File: config.mk
export PLATFORM = sky130hd
export DESIGN_NAME = cla_multicycle_adder_ctrl
export DESIGN_NICKNAME = d
export VERILOG_FILES = /design/src/rtl/cla_multicycle_adder_ctrl.sv
export SDC_FILE = /design/constraint.sdc
export NUM_CORES = 1
export LEC_CHECK = 0
export CAP_MARGIN = 15
export CORE_ASPECT_RATIO = 0.9
export CORE_UTILIZATION = 35
export DETAILED_ROUTE_END_ITERATION = 8
export PLACE_DENSITY = 0.63
export REMOVE_ABC_BUFFERS = 1
export SETUP_SLACK_MARGIN = 0.02
export SLEW_MARGIN = 40
export SYNTH_ARGS = -nofsm -noshare
export SYNTH_HDL_FRONTEND = slang
export SYNTH_SLANG_ARGS = --single-unit
export TNS_END_PERCENT = 5
File: constraint.sdc
create_clock -name clk -period 9.9 [get_ports clk]
set_input_delay 2.97 -clock clk [delete_from_list [all_inputs] [get_ports clk]]
set_output_delay 2.97 -clock clk [all_outputs]
set_load 0.01 [all_outputs]
File: src/rtl/cla_multicycle_adder_ctrl.sv
// Multi-cycle wide adder/subtractor built from one narrow lookahead-carry
// slice. The slice is reused once per cycle, from the LSB slice to the MSB
// slice. Its carry-out is registered between cycles and becomes the carry-in
// of the next slice.
//
// state | meaning
// ------+------------------------------------------------------------
// IDLE  | waiting for operands; in_ready high
// RUN   | adding slice cnt this cycle; in_valid ignored
// DONE  | result held on the outputs until out_ready; out_valid high
module cla_multicycle_adder_ctrl #(
   parameter int WIDTH = 32,
   parameter int SLICE = 8
) (
   input  logic             clk,
   input  logic             rst_n,
   input  logic             in_valid,
   output logic             in_ready,
   input  logic [WIDTH-1:0] a,
   input  logic [WIDTH-1:0] b,
   input  logic             sub,
   output logic             out_valid,
   input  logic             out_ready,
   output logic [WIDTH-1:0] sum,
   output logic             c_out,
   output logic             overflow,
   output logic             zero,
   output logic             busy
);

   localparam int NSLICE = WIDTH / SLICE;
   localparam int CW     = (NSLICE > 1) ? $clog2(NSLICE) : 1;
   localparam logic [CW-1:0] LAST = CW'(NSLICE - 1);

   localparam logic [1:0] IDLE = 2'd0;
   localparam logic [1:0] RUN  = 2'd1;
   localparam logic [1:0] DONE = 2'd2;

   logic [1:0]       state;
   logic [CW-1:0]    cnt;
   logic             carry;
   logic [WIDTH-1:0] opa;
   logic [WIDTH-1:0] opb;
   logic [WIDTH-1:0] sum_r;
   logic             c_out_r;
   logic             ovf_r;
   logic             zero_r;

   logic [SLICE-1:0] sa;
   logic [SLICE-1:0] sb;
   logic [SLICE-1:0] g;
   logic [SLICE-1:0] p;
   logic [SLICE:0]   c;
   logic [SLICE-1:0] s;

   // Pick the operand slice addressed by the counter.
   always_comb begin
      sa = '0;
      sb = '0;
      for (int k = 0; k < NSLICE; k++) begin
         if (cnt == CW'(k)) begin
            sa = opa[k*SLICE +: SLICE];
            sb = opb[k*SLICE +: SLICE];
         end
      end
   end

   // Lookahead carries for the slice, seeded by the registered carry.
   always_comb begin
      g    = sa & sb;
      p    = sa | sb;
      c    = '0;
      c[0] = carry;
      for (int i = 0; i < SLICE; i++) begin
         c[i+1] = g[i] | (p[i] & c[i]);
      end
   end

   assign s = sa ^ sb ^ c[SLICE-1:0];

   // Handshake sequencing, slice accumulation and result flag capture.
   always_ff @(posedge clk or negedge rst_n) begin
      if (!rst_n) begin
         state   <= IDLE;
         cnt     <= '0;
         carry   <= 1'b0;
         opa     <= '0;
         opb     <= '0;
         sum_r   <= '0;
         c_out_r <= 1'b0;
         ovf_r   <= 1'b0;
         zero_r  <= 1'b0;
      end else begin
         case (state)
            IDLE: begin
               if (in_valid) begin
                  opa   <= a;
                  opb   <= sub ? ~b : b;
                  carry <= sub;
                  cnt   <= '0;
                  state <= RUN;
               end
            end
            RUN: begin
               for (int k = 0; k < NSLICE; k++) begin
                  if (cnt == CW'(k)) sum_r[k*SLICE +: SLICE] <= s;
               end
               carry <= c[SLICE];
               if (cnt == LAST) begin
                  c_out_r <= c[SLICE];
                  ovf_r   <= c[SLICE-1] ^ c[SLICE];
                  // Lower slices are already in sum_r; the top slice is still combinational.
                  zero_r  <= (sum_r[WIDTH-SLICE-1:0] == '0) && (s == '0);
                  state   <= DONE;
               end else begin
                  cnt <= cnt + 1'b1;
               end
            end
            DONE: begin
               if (out_ready) state <= IDLE;
            end
            default: state <= IDLE;
         endcase
      end
   end

   assign in_ready  = (state == IDLE);
   assign out_valid = (state == DONE);
   assign busy      = (state == RUN) || (state == DONE);
   assign sum       = sum_r;
   assign c_out     = c_out_r;
   assign overflow  = ovf_r;
   assign zero      = zero_r;

endmodule

======== Word-level counts from Yosys, hierarchy flattened ========
Cells that the tools add are included.
Widths: inputs -> output; s select.
storage, ports and cells
  register bits ........................... 104
  input port bits ......................... 69
  output and inout port bits .............. 38
  word-level logic and storage cells ...... 77
operators by class
  add/sub/neg operators ................... 1
  eq/ne operators ......................... 9
  muxes and demuxes ....................... 18
  bitwise operators ....................... 22
  reductions and logical operators ........ 15
operator list
  operator             number
  $mux 8               8
  $mux 32              1
  $not 32->32          1
  $logic_not 24->1     1
  $xor 8x8->8          2
  $reduce_and 2->1     6
  $mux 2               5
  $and 1x1->1          8
  $and 8x8->8          1
  $logic_not 8->1      1
  $or 1x1->1           8
  $or 8x8->8           1
  $eq 2x2->1 const B   3
  $ne 2x2->1 const B   3
  $pmux 2 s3           1
  $reduce_and 3->1     2
  $eq 2x1->1 const B   2
  $logic_not 2->1      2
  $pmux 2 s2           1
  $add 2x1->2 const B  1
  $ne 2x1->1 const B   1
  $pmux 1 s2           1
  $reduce_bool 2->1    1
  $logic_and 1x1->1    1
  other kinds (3)      3

======== Depth between registers and ports, before layout ========
  word-level depth ........................ 23
  depth in mapped cells ................... 18
  mapped depth without buffers ............ 17

======== Worst setup path after synthesis ========
OpenSTA, ideal clock, no wires.
  path type ............................... register -> register
  start ................................... register cnt[1]
  end ..................................... register zero_r (netlist: zero)
  library setup time ...................... 126 ps
  arrival time ............................ 4668 ps
  data required time ...................... 9774 ps
  path slack .............................. 5106 ps
  cell stages (with the launch flop) ...... 19
  path buffers ............................ 2
  period minus slack after synthesis ...... 4794 ps
  cells stage by stage .................... dfrtp_1 -> inv_1 -> ha_1 -> buf_6 -> buf_4 -> a221oi_1 -> o31ai_1 -> fa_1 -> fa_1 -> fa_1 -> fa_1 -> fa_1 -> inv_1 -> fa_1 -> fa_1 -> fa_1 -> and4b_1 -> nand4_1 -> o31ai_1
between the ends
  word-level cells in the longest chain between the ends .. 23
  elaborated cells on any way between the ends .. 33
  classes of those cells .................. eq/ne: 3; mux: 8; bitwise: 18; reduce/logical: 4
ends and longest elaborated chain
  element                 RTL line  RTL
  from (decl)             40        logic [CW-1:0] cnt;
  from (signal assigned)  116       cnt <= cnt + 1'b1;
  $logic_not 2->1         61        if (cnt == CW'(k)) begin
  $mux 8 (4 in a row)     61
  $or 8x8->8              71        p = sa | sb;
  $and 1x1->1             75        c[i+1] = g[i] | (p[i] & c[i]);
  $or 1x1->1              75
  $and 1x1->1             75
  $or 1x1->1              75
  $and 1x1->1             75
  [... 4 more ...]        --
  $or 1x1->1              75
  $and 1x1->1             75
  $or 1x1->1              75
  $and 1x1->1             75
  $or 1x1->1              75
  $xor 8x8->8             79        assign s = sa ^ sb ^ c[SLICE-1:0];
  $logic_not 8->1         113       zero_r <= (sum_r[WIDTH-SLICE-1:0] == '0) && (s == '0);
  $logic_and 1x1->1       113
  to (signal assigned)    113
  to (decl)               47        logic zero_r;
Parallel ways exist; a longest one is shown, timed or not.
A chain may end at the register's enable or synchronous reset.

======== Final worst setup path ========
Ends and elaborated chain as after synthesis.

==> impl_metrics.xml <==
<?xml version="1.0" encoding="UTF-8"?>
<metrics>
  <group name="run_status">
    <metric name="run_status" unit="">finished clean</metric>
  </group>
  <group name="synth">
    <metric name="synth_top_flop_cell" unit="">dfrtp_1</metric>
    <metric name="cell_area_synth" unit="um2">5110</metric>
    <metric name="synth_commonest_cells" unit="">dfrtp_1 (104), nand2_1 (63), mux2_2 (45), o21ai_0 (43), xnor2_1 (33)</metric>
    <metric name="netlist.area_leader.share" unit="%">50.9</metric>
    <metric name="ys_seq_elements" unit="">104</metric>
    <metric name="postSynth.asyncResetShare" unit="%">100</metric>
    <metric name="synthMostInstantiatedCell" unit="">dfrtp_1</metric>
    <metric name="number_of_enable_type_register_cells_in_the_synthesized_netlist" unit="">0</metric>
    <metric name="syn_area_per_cell" unit="um2">11.5</metric>
    <metric name="ys_top_cells_by_area" unit="">dfrtp_1 (51%), mux2_2 (9.9%), xnor2_1 (5.7%)</metric>
    <metric name="seq_area_frac_synth" unit="%">50.9</metric>
    <metric name="synth_top_area_cell" unit="">dfrtp_1</metric>
    <metric name="synth.yosys.warnings" unit="">0</metric>
    <metric name="synthCells" unit="">446</metric>
    <metric name="synth.distinct_cells" unit="">35</metric>
  </group>
  <group name="drt">
    <metric name="drt_iter0_drc" unit="">245</metric>
    <metric name="avgViaCountPerCell" unit="">4.87</metric>
    <metric name="route.antenna.remaining_nets" unit="">0</metric>
    <metric name="route.vias.total" unit="">3569</metric>
    <metric name="routedWlPerCell" unit="um">15.9</metric>
    <metric name="drt_drc_violations_left" unit="">0</metric>
    <metric name="drt_pre_antenna_iters" unit="">6</metric>
    <metric name="drt-total-wl" unit="um">11600</metric>
  </group>
  <group name="global_routing">
    <metric name="wire_length_of_the_first_global_routing_pass" unit="um">19100</metric>
    <metric name="largest_net_degree_at_the_start_of_global_routing" unit="">98</metric>
    <metric name="vias_in_the_first_global_route" unit="">3646</metric>
    <metric name="antenna_found_initial" unit="">0</metric>
    <metric name="global_route.usage.total" unit="%">16.6</metric>
    <metric name="overflow" unit="">0</metric>
  </group>
  <group name="power_and_ir_drop">
    <metric name="power_per_cell_area" unit="nW/um2">360</metric>
    <metric name="power.static_leakage" unit="uW">0.00266</metric>
    <metric name="vdd_drop_max" unit="V">0.000141</metric>
  </group>
  <group name="timing">
    <metric name="slew_violations" unit="">0</metric>
    <metric name="achievable_frequency" unit="MHz">187</metric>
    <metric name="rsz_0062_raised_after_global_routing" unit="">no</metric>
    <metric name="period_minus_slack" unit="ns">5.34</metric>
    <metric name="hold_violations" unit="">0</metric>
    <metric name="worst_margin_slew" unit="ns">0.629</metric>
    <metric name="max-slew-margin-rel" unit="%">58.0</metric>
    <metric name="finalSetupViolations" unit="">0</metric>
    <metric name="worst_hold_slack" unit="ns">0.483</metric>
    <metric name="clock-skew-final" unit="ns">0.00888</metric>
    <metric name="timing.setup.tns" unit="ns">0</metric>
    <metric name="min_period_over_period" unit="%">54.0</metric>
  </group>
  <group name="floorplanning">
    <metric name="floorplan.die.height" unit="um">117</metric>
    <metric name="floorplan.io_pins" unit="">107</metric>
    <metric name="die_ar" unit="um2">15100</metric>
    <metric name="dieWidth" unit="um">129</metric>
    <metric name="floorplan.initialDensity" unit="%">36.1</metric>
    <metric name="floorplan.rows" unit="">41</metric>
    <metric name="core" unit="um2">14200</metric>
  </group>
  <group name="place">
    <metric name="io_buffer_count" unit="">106</metric>
    <metric name="place_congestion" unit="">0.855</metric>
    <metric name="post-dp-hpwl" unit="um">8520</metric>
  </group>
  <group name="critical_path">
    <metric name="timing.critical_path.from_type" unit="">flip-flop</metric>
    <metric name="worstSetupPathType" unit="">flip-flop to flip-flop</metric>
    <metric name="worst_ep_arrival_time" unit="ns">5.55</metric>
    <metric name="worst-path-max-fanout" unit="">32</metric>
    <metric name="required" unit="ns">10.11</metric>
    <metric name="endpoint_kind" unit="">flip-flop</metric>
  </group>
  <group name="final_layout">
    <metric name="register_area" unit="um2">2600</metric>
    <metric name="area_growth_syn_to_layout" unit="%">28.3</metric>
    <metric name="nFillCells" unit="">1321</metric>
    <metric name="antenna_cells_inserted" unit="">0</metric>
    <metric name="finalNetCount" unit="">619</metric>
    <metric name="drive_gt1_share" unit="%">14.6</metric>
    <metric name="multiInputGateArea" unit="um2">2320</metric>
  </group>
  <group name="clocking">
    <metric name="clk-insertion-delay-late" unit="ns">0.34</metric>
    <metric name="cts-root-to-sink-buffers" unit="">2</metric>
    <metric name="cts_num_sinks" unit="">104</metric>
    <metric name="clockRootBuffer" unit="">clkbuf_16</metric>
    <metric name="tritoncts" unit="">done</metric>
    <metric name="ctsHtreeMaxLevel" unit="">3</metric>
    <metric name="cts_setup_buffers" unit="">0</metric>
    <metric name="number_of_buffers_created_by_cts" unit="">9</metric>
    <metric name="cts.hold.buffers_added" unit="">0</metric>
    <metric name="clk_pin_slew_worst_paths" unit="ns">0.07</metric>
    <metric name="ctsResizeCount" unit="">0</metric>
  </group>
  <group name="min_path">
    <metric name="timing.hold.worst.class" unit="">flip-flop to flip-flop</metric>
  </group>
  <group name="run">
    <metric name="cap_viol_max_count" unit="">0</metric>
  </group>
</metrics>
## power by group
part	switching, uW	internal, uW
Combinational	614	608
Sequential	147	639
Clock	157	196
Total	919	1440
## final timing paths
| kind | startpoint | end | slack, ns | depth (start not counted) |
|---|---|---|---|---|
| worst max-delay path | cnt[1]$_DFFE_PN0P_ | zero$_DFFE_PN0P_ | 4.56 | 17 |
| worst min-delay path | opb[4]$_DFFE_PN0P_ | opb[4]$_DFFE_PN0P_ | 0.48 | 2 |
| worst max register to register | cnt[1]$_DFFE_PN0P_ | zero$_DFFE_PN0P_ | 4.56 | 17 |
| worst min register to register | opb[4]$_DFFE_PN0P_ | opb[4]$_DFFE_PN0P_ | 0.48 | 2 |
| max in group asynchronous | rst_n | sum[3]$_DFFE_PN0P_ | 6.37 | 2 |
| min in group asynchronous | rst_n | opa[7]$_DFFE_PN0P_ | 2.60 | 1 |
## cell usage in the layout, fill, tap and decap left out, types with 9 or more instances in the layout
cell,Yosys,layout
nor2b_1,31,31
mux2_2,45,45
o21ai_0,43,43
a221oi_1,16,16
dfrtp_1,104,104
nand2_1,63,63
o31ai_1,11,11
clkbuf_16,0,9
xnor2_1,33,33
clkdlybuf4s50_1,0,104
## through the flow
step                worst slack (ns)  util [%]  cells  power (uW)  instance area, um2
global route                    4.18      46.3    733        2550                6560
detailed placement              4.56      44.2    717        2020                6260
finish                          4.56      46.3    733        2360                6560
global placement                4.41      44.1    717        1980                6250
floorplan                       4.79         -    416        1550                4930
CTS                             4.52      46.3    733        2380                6550
## state kept, by name, summed over array words and instances (netlist names)
register  cells
c_out         1
carry         1
cnt           2
opa          32
opb          32
overflow      1
state         2
sum          32
zero          1
## cell type report
type,instances,share of cell area (%)
clock buffer,11,3.55
clock inverter,5,0.878
inverter,6,0.344
multi-input combinational,306,35.5
sequential,104,39.7
tap,193,3.68
timing repair buffer,108,16.4
## logic make-up after synthesis
| kind of cell | count (synthesis) | synth area share [%] |
|---|---|---|
| xor gates and xnor gates | 33 | 5.66 |
| buffers and inverters | 36 | 3.92 |
| AOI/OAI and AO/OA | 89 | 11.2 |
| and+or+nand+nor | 116 | 11.1 |
| adders and majority gates | 15 | 4.85 |
| DFF | 104 | 50.9 |
| muxes | 53 | 12.3 |
## routing by layer
metal / vias to the layer above / global-route usage (%) / wire, um
li1: 1723 / - / -
met1: 1749 / 24.2 / 5900
met2: 87 / 25.3 / 5160
met3: 10 / 3.02 / 443
met4: 0 / 4.47 / 123
met5: - / 0 / 0
## critical path, cell delays in order (launching register included)
cell and delay [ns]:
dfrtp_1 0.44, inv_1 0.10, ha_2 0.56, nor2b_1 0.10, a221oi_1 0.32, o31ai_1 0.14, fa_1 0.39, fa_1 0.41
fa_1 0.41, fa_1 0.49, fa_1 0.44, inv_1 0.09, fa_1 0.21, fa_1 0.23, fa_1 0.48, and4b_1 0.23
nand4_1 0.10, o31ai_1 0.07
No activity file was read; power rests on OpenSTA's default activity.
